### src/rtl/multicycle_controller.sv
// multicycle_controller: Moore-style sequencer for a shared multicycle datapath.
// Decodes the IR opcode class, drives datapath enables/mux selects, owns the
// carry/zero flag register and handshakes with a variable-latency data memory.
//
// state    | meaning
// ---------+----------------------------------------------------------
// S_FETCH  | load IR from instruction memory
// S_DECODE | register read, classify opcode
// S_EXEC   | ALU/shifter operation, branch/jump PC update, address calc
// S_MEM    | data memory request held until mem_ack
// S_WB     | register write-back and sequential PC update
// S_HALT   | all enables off until reset
//
// Outputs are registered from the next-state decode so each one reflects the
// state the FSM is in. The single exception is the STM acknowledge cycle, where
// pc_we must fire in the same cycle as mem_ack.
module multicycle_controller #(
  parameter int OP_W    = 6,
  parameter int ALUOP_W = 3
) (
  input  logic               i_clk,
  input  logic               i_rst,
  input  logic [OP_W-1:0]    i_opcode,
  input  logic               i_alu_c,
  input  logic               i_alu_z,
  input  logic               i_mem_ack,
  output logic               o_ir_we,
  output logic               o_pc_we,
  output logic [1:0]         o_pc_sel,
  output logic [ALUOP_W-1:0] o_alu_op,
  output logic               o_alu_src_const,
  output logic               o_rf_rd2_sel_rd,
  output logic               o_rf_we,
  output logic [1:0]         o_rf_wsel,
  output logic               o_shift_en,
  output logic               o_mem_req,
  output logic               o_mem_we,
  output logic               o_flag_c,
  output logic               o_flag_z,
  output logic               o_halted
);

  typedef enum logic [2:0] {S_FETCH, S_DECODE, S_EXEC, S_MEM, S_WB, S_HALT} state_t;
  typedef enum logic [2:0] {C_REG, C_IMM, C_MEM, C_BRANCH, C_SHIFT, C_JMP, C_HALT} class_t;

  state_t               r_state;
  logic                 r_ir_we, r_pc_we, r_alu_src_const, r_rf_rd2_sel_rd, r_rf_we;
  logic                 r_shift_en, r_mem_req, r_mem_we, r_halted, r_flag_c, r_flag_z;
  logic [1:0]           r_pc_sel, r_rf_wsel;
  logic [ALUOP_W-1:0]   r_alu_op;

  state_t               w_nxt;
  class_t               w_class;
  logic [1:0]           w_sub;
  logic                 w_take, w_is_stm, w_mem_nop, w_stm_ack;
  logic                 w_ir_we, w_pc_we, w_alu_src_const, w_rf_rd2_sel_rd, w_rf_we;
  logic                 w_shift_en, w_mem_req, w_mem_we, w_halted;
  logic [1:0]           w_pc_sel, w_rf_wsel;
  logic [ALUOP_W-1:0]   w_alu_op;

  // Opcode class decode in priority order, plus branch condition from the registered flags
  always_comb begin
    w_sub = i_opcode[2:1];
    if (i_opcode[OP_W-1 -: 4] == 4'b1111)      w_class = C_HALT;
    else if (i_opcode[OP_W-1 -: 4] == 4'b1110) w_class = C_JMP;
    else if (i_opcode[OP_W-1 -: 3] == 3'b110)  w_class = C_SHIFT;
    else if (i_opcode[OP_W-1 -: 3] == 3'b101)  w_class = C_BRANCH;
    else if (i_opcode[OP_W-1 -: 3] == 3'b100)  w_class = C_MEM;
    else if (i_opcode[OP_W-1 -: 2] == 2'b01)   w_class = C_IMM;
    else                                       w_class = C_REG;
    case (w_sub)
      2'b00:   w_take = r_flag_z;
      2'b01:   w_take = ~r_flag_z;
      2'b10:   w_take = r_flag_c;
      default: w_take = ~r_flag_c;
    endcase
    w_is_stm  = (w_sub == 2'b01);
    w_mem_nop = w_sub[1];
    w_stm_ack = (r_state == S_MEM) && (w_class == C_MEM) && w_is_stm && i_mem_ack;
  end

  // Next-state selection and the output values that state will present
  always_comb begin
    w_nxt = S_FETCH;
    case (r_state)
      S_FETCH:  w_nxt = S_DECODE;
      S_DECODE: w_nxt = (w_class == C_HALT) ? S_HALT : S_EXEC;
      S_EXEC: begin
        if (w_class == C_BRANCH || w_class == C_JMP) w_nxt = S_FETCH;
        else if (w_class == C_MEM && !w_mem_nop)     w_nxt = S_MEM;
        else                                         w_nxt = S_WB;
      end
      S_MEM:    w_nxt = !i_mem_ack ? S_MEM : (w_is_stm ? S_FETCH : S_WB);
      S_WB:     w_nxt = S_FETCH;
      S_HALT:   w_nxt = S_HALT;
      default:  w_nxt = S_FETCH;
    endcase

    w_ir_we = 1'b0; w_pc_we = 1'b0; w_pc_sel = 2'b00; w_alu_op = '0;
    w_alu_src_const = 1'b0; w_rf_rd2_sel_rd = 1'b0; w_rf_we = 1'b0; w_rf_wsel = 2'b00;
    w_shift_en = 1'b0; w_mem_req = 1'b0; w_mem_we = 1'b0; w_halted = 1'b0;
    case (w_nxt)
      S_FETCH: w_ir_we = 1'b1;
      S_EXEC: begin
        case (w_class)
          C_REG:    w_alu_op = i_opcode[ALUOP_W-1:0];
          C_IMM: begin
            w_alu_op        = i_opcode[ALUOP_W-1:0];
            w_alu_src_const = 1'b1;
          end
          C_SHIFT:  w_shift_en = 1'b1;
          C_MEM:    w_alu_src_const = 1'b1;
          C_BRANCH: begin
            w_pc_we  = 1'b1;
            w_pc_sel = w_take ? 2'b01 : 2'b00;
          end
          C_JMP: begin
            w_pc_we  = 1'b1;
            w_pc_sel = 2'b10;
          end
          default: ;
        endcase
      end
      S_MEM: begin
        w_mem_req       = 1'b1;
        w_mem_we        = w_is_stm;
        w_rf_rd2_sel_rd = w_is_stm;
      end
      S_WB: begin
        w_pc_we = 1'b1;
        w_rf_we = !(w_class == C_MEM && w_mem_nop);
        if (w_class == C_SHIFT)    w_rf_wsel = 2'b10;
        else if (w_class == C_MEM) w_rf_wsel = 2'b01;
      end
      S_HALT: w_halted = 1'b1;
      default: ;
    endcase
  end

  // State, registered outputs and flag capture on the edge leaving EXEC
  always_ff @(posedge i_clk) begin
    if (i_rst) begin
      r_state <= S_FETCH;
      r_ir_we <= 1'b1; r_pc_we <= 1'b0; r_pc_sel <= 2'b00; r_alu_op <= '0;
      r_alu_src_const <= 1'b0; r_rf_rd2_sel_rd <= 1'b0; r_rf_we <= 1'b0; r_rf_wsel <= 2'b00;
      r_shift_en <= 1'b0; r_mem_req <= 1'b0; r_mem_we <= 1'b0; r_halted <= 1'b0;
      r_flag_c <= 1'b0; r_flag_z <= 1'b0;
    end else begin
      r_state <= w_nxt;
      r_ir_we <= w_ir_we; r_pc_we <= w_pc_we; r_pc_sel <= w_pc_sel; r_alu_op <= w_alu_op;
      r_alu_src_const <= w_alu_src_const; r_rf_rd2_sel_rd <= w_rf_rd2_sel_rd;
      r_rf_we <= w_rf_we; r_rf_wsel <= w_rf_wsel; r_shift_en <= w_shift_en;
      r_mem_req <= w_mem_req; r_mem_we <= w_mem_we; r_halted <= w_halted;
      if (r_state == S_EXEC && (w_class == C_REG || w_class == C_IMM || w_class == C_SHIFT)) begin
        r_flag_c <= i_alu_c;
        r_flag_z <= i_alu_z;
      end
    end
  end

  assign o_ir_we         = r_ir_we;
  assign o_pc_we         = r_pc_we | w_stm_ack;
  assign o_pc_sel        = r_pc_sel;
  assign o_alu_op        = r_alu_op;
  assign o_alu_src_const = r_alu_src_const;
  assign o_rf_rd2_sel_rd = r_rf_rd2_sel_rd;
  assign o_rf_we         = r_rf_we;
  assign o_rf_wsel       = r_rf_wsel;
  assign o_shift_en      = r_shift_en;
  assign o_mem_req       = r_mem_req;
  assign o_mem_we        = r_mem_we;
  assign o_flag_c        = r_flag_c;
  assign o_flag_z        = r_flag_z;
  assign o_halted        = r_halted;

endmodule
### config.mk
export PLATFORM = sky130hd
export DESIGN_NAME = multicycle_controller
export DESIGN_NICKNAME = d
export VERILOG_FILES = /design/src/rtl/multicycle_controller.sv
export SDC_FILE = /design/constraint.sdc
export NUM_CORES = 1
export LEC_CHECK = 0
export ABC_AREA = 1
export CAP_MARGIN = 30
export CORE_MARGIN = 4
export CORE_UTILIZATION = 47
export CTS_CLUSTER_SIZE = 20
export DETAILED_ROUTE_END_ITERATION = 8
export PLACE_DENSITY = 0.78
export SLEW_MARGIN = 20
export SYNTH_ARGS = -nofsm -noshare
export SYNTH_HDL_FRONTEND = slang
export SYNTH_SLANG_ARGS = --single-unit
### constraint.sdc
create_clock -name i_clk -period 3.4 [get_ports i_clk]
set_clock_uncertainty 0.15 [all_clocks]
set_input_delay 0.68 -clock i_clk [delete_from_list [all_inputs] [get_ports i_clk]]
set_output_delay 0.68 -clock i_clk [all_outputs]
set_load 0.1 [all_outputs]
Word-level counts from Yosys, hierarchy flattened
Index checks and enable logic that the tools add are counted.

word-level totals
  register bits = 20
  bits of input ports = 11
  output and inout bits = 18
  word-level logic and storage cells = 91

cells by class
  eq/ne operators = 22
  mux-type cells = 24
  bitwise operators = 7
  reduce and logical (&&, ||, !) cells = 23

operator list
  kind                                                                   number
  3-bit equality test, second input constant                             9
  3-bit two-way mux                                                      8
  3-bit by 2-bit equality test with 1-bit output, second input constant  6
  3-bit case mux with 5 select lines                                     1
  2-bit OR reduction                                                     6
  3-bit logical NOT                                                      3
  1-bit two-way mux                                                      9
  4-bit equality test, second input constant                             2
  3-bit by 1-bit equality test with 1-bit output, second input constant  2
  1-bit logical AND                                                      6
  2-bit two-way mux                                                      3
  1-bit NOT                                                              6
  3-bit OR reduction                                                     2
  2-bit by 1-bit equality test with 1-bit output, second input constant  2
  2-bit case mux with 2 select lines                                     1
  1-bit logical OR                                                       3
  1-bit case mux with 3 select lines                                     1
  2-bit equality test, second input constant                             1
  1-bit logical NOT                                                      2
  2-bit logical NOT                                                      1
  1-bit case mux with 2 select lines                                     1
  1-bit bitwise OR                                                       1

Logic depth before layout (Yosys ltp)
Gate-level depths: netlist of run 1.

  word-level depth = 15
  gate-level depth with buffers = 7
  gate-level depth less buffers = 7

Worst setup path before layout of run 1
Ideal clock, no wire load.

  path type = input port to output port
  start = in i_opcode[5]
  end = out o_pc_we
  arrival = 1.763 ns
  data required time = 2.570 ns
  slack = 0.807 ns
  cell stages on the path = 5
  path buffers = 0
  path through = inv_2 -> nor2_2 -> nand2_1 -> nor3_1 -> a21o_1

on the way
  word-level cells in the longest chain between the ends = 12
  elaborated cells on any way between the ends = 17
  classes of those cells = eq/ne (7); mux (6); bitwise (1); reduce/logical (3)

ends and longest elaborated chain
  item                                              line  source
  from (decl)                                       23    input logic [OP_W-1:0] i_opcode,
  2-bit by 1-bit equality test with 1-bit output    69    else if (i_opcode[OP_W-1 -: 2] == 2'b01) w_class = C_IMM;
  1-bit two-way mux                                 69
  2-bit two-way mux                                 68    else if (i_opcode[OP_W-1 -: 3] == 3'b100) w_class = C_MEM;
  2-bit two-way mux                                 67    else if (i_opcode[OP_W-1 -: 3] == 3'b101) w_class = C_BRANCH;
  3-bit two-way mux                                 66    else if (i_opcode[OP_W-1 -: 3] == 3'b110) w_class = C_SHIFT;
  3-bit two-way mux                                 65    else if (i_opcode[OP_W-1 -: 4] == 4'b1110) w_class = C_JMP;
  3-bit two-way mux *                               64    if (i_opcode[OP_W-1 -: 4] == 4'b1111) w_class = C_HALT;
  3-bit by 2-bit equality test with 1-bit output *  79    w_stm_ack = (r_state == S_MEM) && (w_class == C_MEM) && w_is_stm && i_mem_ack;
  1-bit logical AND * (3 in a row)                  79
  1-bit bitwise OR *                                162   assign o_pc_we = r_pc_we | w_stm_ack;
  to (decl)                                         28    output logic o_pc_we,

Mark *: on every way between the ends. The rest lies on a longest branch, timed or not.

Worst setup path in the final report of run 1
Ends and elaborated chain as after synthesis.

==> results of run 1 <==
-- layout make-up --
cell class                      count  area [µm²]
Clock buffer                        4        36.3
Fill cell                         153         568
Inverter                           15        56.3
Multi-Input combinational cell     64         387
Sequential cell                    20         400
Tap cell                           25        31.3
Timing Repair Buffer               28         248
-- cells by family (layout without fill, tap and decap cells) --
kind of cell    Yosys count  count (layout)
buf+inv                  16              47
compound gates           15              15
simple gates             49              49
flops                    20              20
-- per-stage QoR --
stage	std cells	hold slack (ns)	cell area [µm²]	total power, mW
5_1_grt	156	0.373	1160	0.599
4_1_cts	156	0.335	1160	0.578
3_3_place_gp	152	0.310	1120	0.440
3_5_place_dp	152	0.311	1120	0.443
6_report	156	0.333	1160	0.574
2_1_floorplan	100	0.464	851	0.396
-- sequential cells by signal, summed over array words and instances (netlist names), 2 cells and up --
signal and count:
o_alu_op 3, r_state 3, o_pc_sel 2, o_rf_wsel 2
-- power by group --
group | total, mW | switching (mW) | internal, mW | leakage [nW]
registers | 0.257 | 0.00939 | 0.248 | 0.162
logic | 0.180 | 0.130 | 0.0501 | 0.342
clock network | 0.137 | 0.0712 | 0.0654 | 0.0210
total | 0.574 | 0.211 | 0.363 | 0.526
-- cells in the mapped netlist, drive strengths merged --
cell type,instances
o211ai,1
nor3,7
dfxtp,20
inv,15
a21o,1
nand4,1
buf,1
nand3,6
nand2,14
o21ai,8
a21oi,3
o22ai,1
a211oi,1
nor2,21
-- worst paths after layout --
| kind | from | slack, ns | endpoint | cells after the start |
|---|---|---|---|---|
| worst max-delay path | i_opcode[5] | 0.49 | o_pc_we | 7 |
| worst min-delay path | o_flag_z | 0.33 | o_flag_z | 2 |
| worst max register to register | r_state[2] | 2.02 | o_rf_wsel[0] | 6 |
| worst min register to register | o_flag_z | 0.33 | o_flag_z | 2 |
-- tightest hold or removal path, cell delays in order (launching register included) --
cell and delay (ns):
dfxtp_1 0.32, inv_1 0.06, a21oi_1 0.06
-- layout by cell type, fill, tap and decap left out, drive strengths merged --
cell / synthesis / layout
o211ai: 1 / 1
clkdlybuf4s50: 0 / 10
nand2: 14 / 14
nand3: 6 / 6
clkbuf: 0 / 4
nand4: 1 / 1
a21oi: 3 / 3
o22ai: 1 / 1
dfxtp: 20 / 20
nor2: 21 / 21
a21o: 1 / 1
inv: 15 / 15
nor3: 7 / 7
o21ai: 8 / 8
buf: 1 / 18
a211oi: 1 / 1
-- layer usage --
metal  wire, µm  global-route usage
met1        781               0.184
met2        935               0.285
met3        119              0.0593
met4         12              0.0538
met5          0                   0
==> run metrics, run 1 <==
Post-CTS Setup Bufs 0; Max Freq 343 MHz; antenna violations before repair 0; fraction of layout cells with a size suffix above 1 0.344; synth top area cells dfxtp_1 47%, nor2_1 6.6%, nor3_2 5.9%; Post-Syn Area about 850 µm²; Max-Cap Viols 0; average size of a mapped cell approximately 8.5 µm²; Core Rows 15; CTS buffer count 3; top cell family by delay on the critical path buffers and inverters; gr ovfl total 0; P per Cell Area 496 nW/µm²; post-synth top area cell dfxtp_1; total number of vias 759; Crit path arrival time 2.08 ns; clk_lat worst skew approximately 0.30 ns; post-layout minimum cycle time 2.91 ns; clock sinks 20; port bufs 28; Core Area roughly 1700 µm²; Worst Path Max Fanout 4; # DRC 0; largest net degree at the start of global routing 12; CP startpoint kind input port; 1st-iter DRT viols 16; period utilization 0.857; post-synth cell types 23; critical path cell sequence clkdlybuf4s50_1 > inv_2 > nor2_2 > nand2_1 > nor3_1 > a21o_1 > buf_12; Critical Path Max Stage Delay 0.51 ns; routed length per instance approximately 12 µm; Worst setup EP type output port; Critical Path RT 2.57 ns; RSZ-0062 raised after global routing false; clock buffer depth 2; final core occ 0.671; critical path class input port to output port; Area Growth Syn to Fin 36.2%; largest family of logic cells by synthesized area simple AND/OR/NAND/NOR gates; PostCTS Resize Cnt 0; # IOs 29; CTS HTree Levels 1; Yosys warnings 0; Worst Slack Setup Final around 0.5 ns; status complete, no violations; GPL Wtd Cong ~0.8; final setup TNS 0 ns; syn nets roughly 110; Setup-failing EPs final 0; dpl ws ~0.50 ns; clock root cell clkbuf_4; final hold violations 0; post-synthesis cell count 100; Slew @ Worst Pin around 0.34 ns; Post-Synth Adder-Cell Area 0; DIE WIDTH roughly 51 µm; Worst-path clk slew 0.10 ns; first-pass GRT wire length approximately 3200 µm; fin. max-slew vios 0; Post-CTS Hold Buffers 0; Slew headroom 0.771; Total GRT Usage 0.164; Die ar. approximately 2600 µm²; Leak around 0.53 nW; flops & latches, synth 20; via density per instance slightly below 5; sequential fraction of the synthesis area 0.471; final wirelength approximately 1800 µm; Die Span Y a little over 50 µm; first drt pass iteration count 4; Synth Area in Compound Gates 0.134; xor-xnor portion of the synthesized cell area 0; WP buf/inv 3; top cell type's share of synthesized area 0.471; post-synthesis simple-gate area fraction 0.321; CTS tree done; post-synthesis mux area share 0; post-DP HPWL 1500 µm; Hold Path Class register to register; crit path max-delay cell type clkdlybuf4s50_1; n_diodes 0; antenna-violating nets left 0; VDD IR max 0.420 mV; vias in the first global route 753; Initial Util 0.493; fin nets roughly 140
No activity file was read; power rests on OpenSTA's default activity.
==> run 2, diff against run 1 <==
- CORE_UTILIZATION: 47 -> 40
- CTS_CLUSTER_DIAMETER: default -> 50
- CTS_CLUSTER_SIZE: 20 -> 16
- PLACE_DENSITY: 0.78 -> 0.68
==> run 2 against run 1 <==
Against the previous run: maximum frequency increased by 1.1%; global-route usage decreased by 2.4 points; worst setup slack improved by 0.032 ns; highest routed layer unchanged.
==> run metrics, run 2 (synthesized netlist as in run 1, its figures left out) <==
status complete, no violations; clock buffer depth 2 (unchanged); CTS HTree Levels 1 (unchanged); total number of vias 738 (-2.8%); Core Area 1980 µm² (+15%); routed length per instance 10.9 µm (-7.6%); Clk pwr share 0.236 (-0.002); Worst Slack Setup Final 0.518 ns (+0.0316 ns); Worst Path Max Fanout 4 (unchanged); antenna violations before repair 0 (unchanged); clock root cell clkbuf_4; first-pass GRT wire length 2940 µm (-7.0%); Die ar. 2930 µm² (+15%); CTS buffer count 3 (unchanged); dpl ws 0.518 ns (+0.0137 ns); VDD IR max 0.287 mV (-32%); Post-CTS Hold Buffers 0 (unchanged); CTS tree done; Total GRT Usage 0.140 (-0.0235); P per Cell Area 491 nW/µm² (-0.88%); first drt pass iteration count 4 (unchanged); Leak 0.526 nW (unchanged); gr ovfl total 0 (unchanged); Initial Util 0.429 (-0.0635); clock sinks 20 (unchanged); Sw Share 0.363 (-0.00394); Die Span Y 54.1 µm (+7.1%); 1st-iter DRT viols 14 (-2); final wirelength 1730 µm (-6.4%); cells on worst reg2reg path 6 (unchanged); post-DP HPWL 1400 µm (-6.6%); Worst-path clk slew 0.11 ns (about the same); fraction of layout cells with a size suffix above 1 0.344 (unchanged); period utilization 0.848 (-0.00929); DIE WIDTH 54.1 µm (+7.1%); RSZ-0062 raised after global routing false; Slew headroom 0.772 (+0.00125); antenna-violating nets left 0 (unchanged); Max-Cap Viols 0 (unchanged); PostCTS Resize Cnt 0 (unchanged); Hold Path Depth 2 (unchanged); Critical Path RT 2.57 ns (about the same); post-layout minimum cycle time 2.88 ns (-0.0316 ns); Area Growth Syn to Fin 36.5%; Comb pwr share 0.315 (about the same); vias in the first global route 705 (-6.4%); # DRC 0 (unchanged); Flop pwr share 0.450 (+0.002); critical path class input port to output port; fin nets 143 (unchanged); fin. max-slew vios 0 (unchanged); FF/Latch Area 400 µm² (unchanged); final hold violations 0 (unchanged); CP startpoint kind input port; Max Freq 347 MHz (+1.1%); Net Sw Power 0.207 mW (-1.7%); commonest non-fill, non-tap cell in the layout dfxtp_1; largest net degree at the start of global routing 12 (unchanged); final setup TNS 0 ns (unchanged); GPL Wtd Cong 0.844 (+5.2%); n_diodes 0 (unchanged); Setup-failing EPs final 0 (unchanged); Worst setup EP type output port; Post-CTS Setup Bufs 0 (unchanged); Filler Cells Inserted 193 (+26%); Int Pwr 0.363 mW (about the same); area of the multi-input gates 387 µm² (unchanged); Hold Path Class register to register; via density per instance 4.67 (-4.0%); Core Rows 16 (+1); Slew @ Worst Pin 0.341 ns (-0.00187 ns); port bufs 28 (unchanged); # IOs 29 (unchanged); most frequent cells in the layout 20 x dfxtp_1, 17 x buf_4, 15 x nor2_1; Crit path arrival time 2.05 ns (-0.03 ns); clk_lat worst skew 0.29 ns (about the same)
## run 2: cell type report
class / instances / area share
multi-input cells: 64 / 0.333
flip-flops and latches: 20 / 0.345
inverters: 15 / 0.0485
clock buffers: 4 / 0.0313
repair buffers: 28 / 0.213
well taps: 27 / 0.0291
## run 2: power groups by stage
stage | Combinational [mW] | Clock [mW] | Sequential (mW)
global route | 0.192 | 0.151 | 0.258
detailed placement | 0.180 | 0 | 0.262
CTS | 0.180 | 0.141 | 0.256
floorplan | 0.0779 | 0 | 0.319
global placement | 0.179 | 0 | 0.262
finish | 0.179 | 0.134 | 0.257
## run 2: metal layers
layer,share of wire,wire [µm],up-vias,track usage
li1,-,-,383,-
met1,0.44,754,330,0.165
met2,0.48,829,19,0.221
met3,0.059,102,6,0.0360
met4,0.025,44,0,0.0954
met5,0,0,-,0
## run 2: worst max-delay path: stages
cell and delay, ns:
clkdlybuf4s50_1 0.52, inv_2 0.06, nor2_2 0.14, nand2_1 0.14, nor3_1 0.15, a21o_1 0.18, buf_12 0.18
## run 2: worst paths after layout
kind	slack, ns	start	endpoint
max	0.52	i_opcode[5]	o_pc_we
min	0.33	o_flag_z	o_flag_z
max reg2reg	2.04	r_state[0]	o_pc_sel[1]
min reg2reg	0.33	o_flag_z	o_flag_z
## run 2: through the flow
step / total power [mW] / area [µm²] / hold slack (ns) / cells / utilization
after floorplan: 0.396 / 851 / 0.464 / 100 / -
after global placement: 0.441 / 1120 / 0.317 / 154 / 0.568
after detailed placement: 0.441 / 1120 / 0.319 / 154 / 0.568
after CTS: 0.578 / 1160 / 0.337 / 158 / 0.586
after global routing: 0.601 / 1160 / 0.369 / 158 / 0.586
final: 0.570 / 1160 / 0.331 / 158 / 0.586
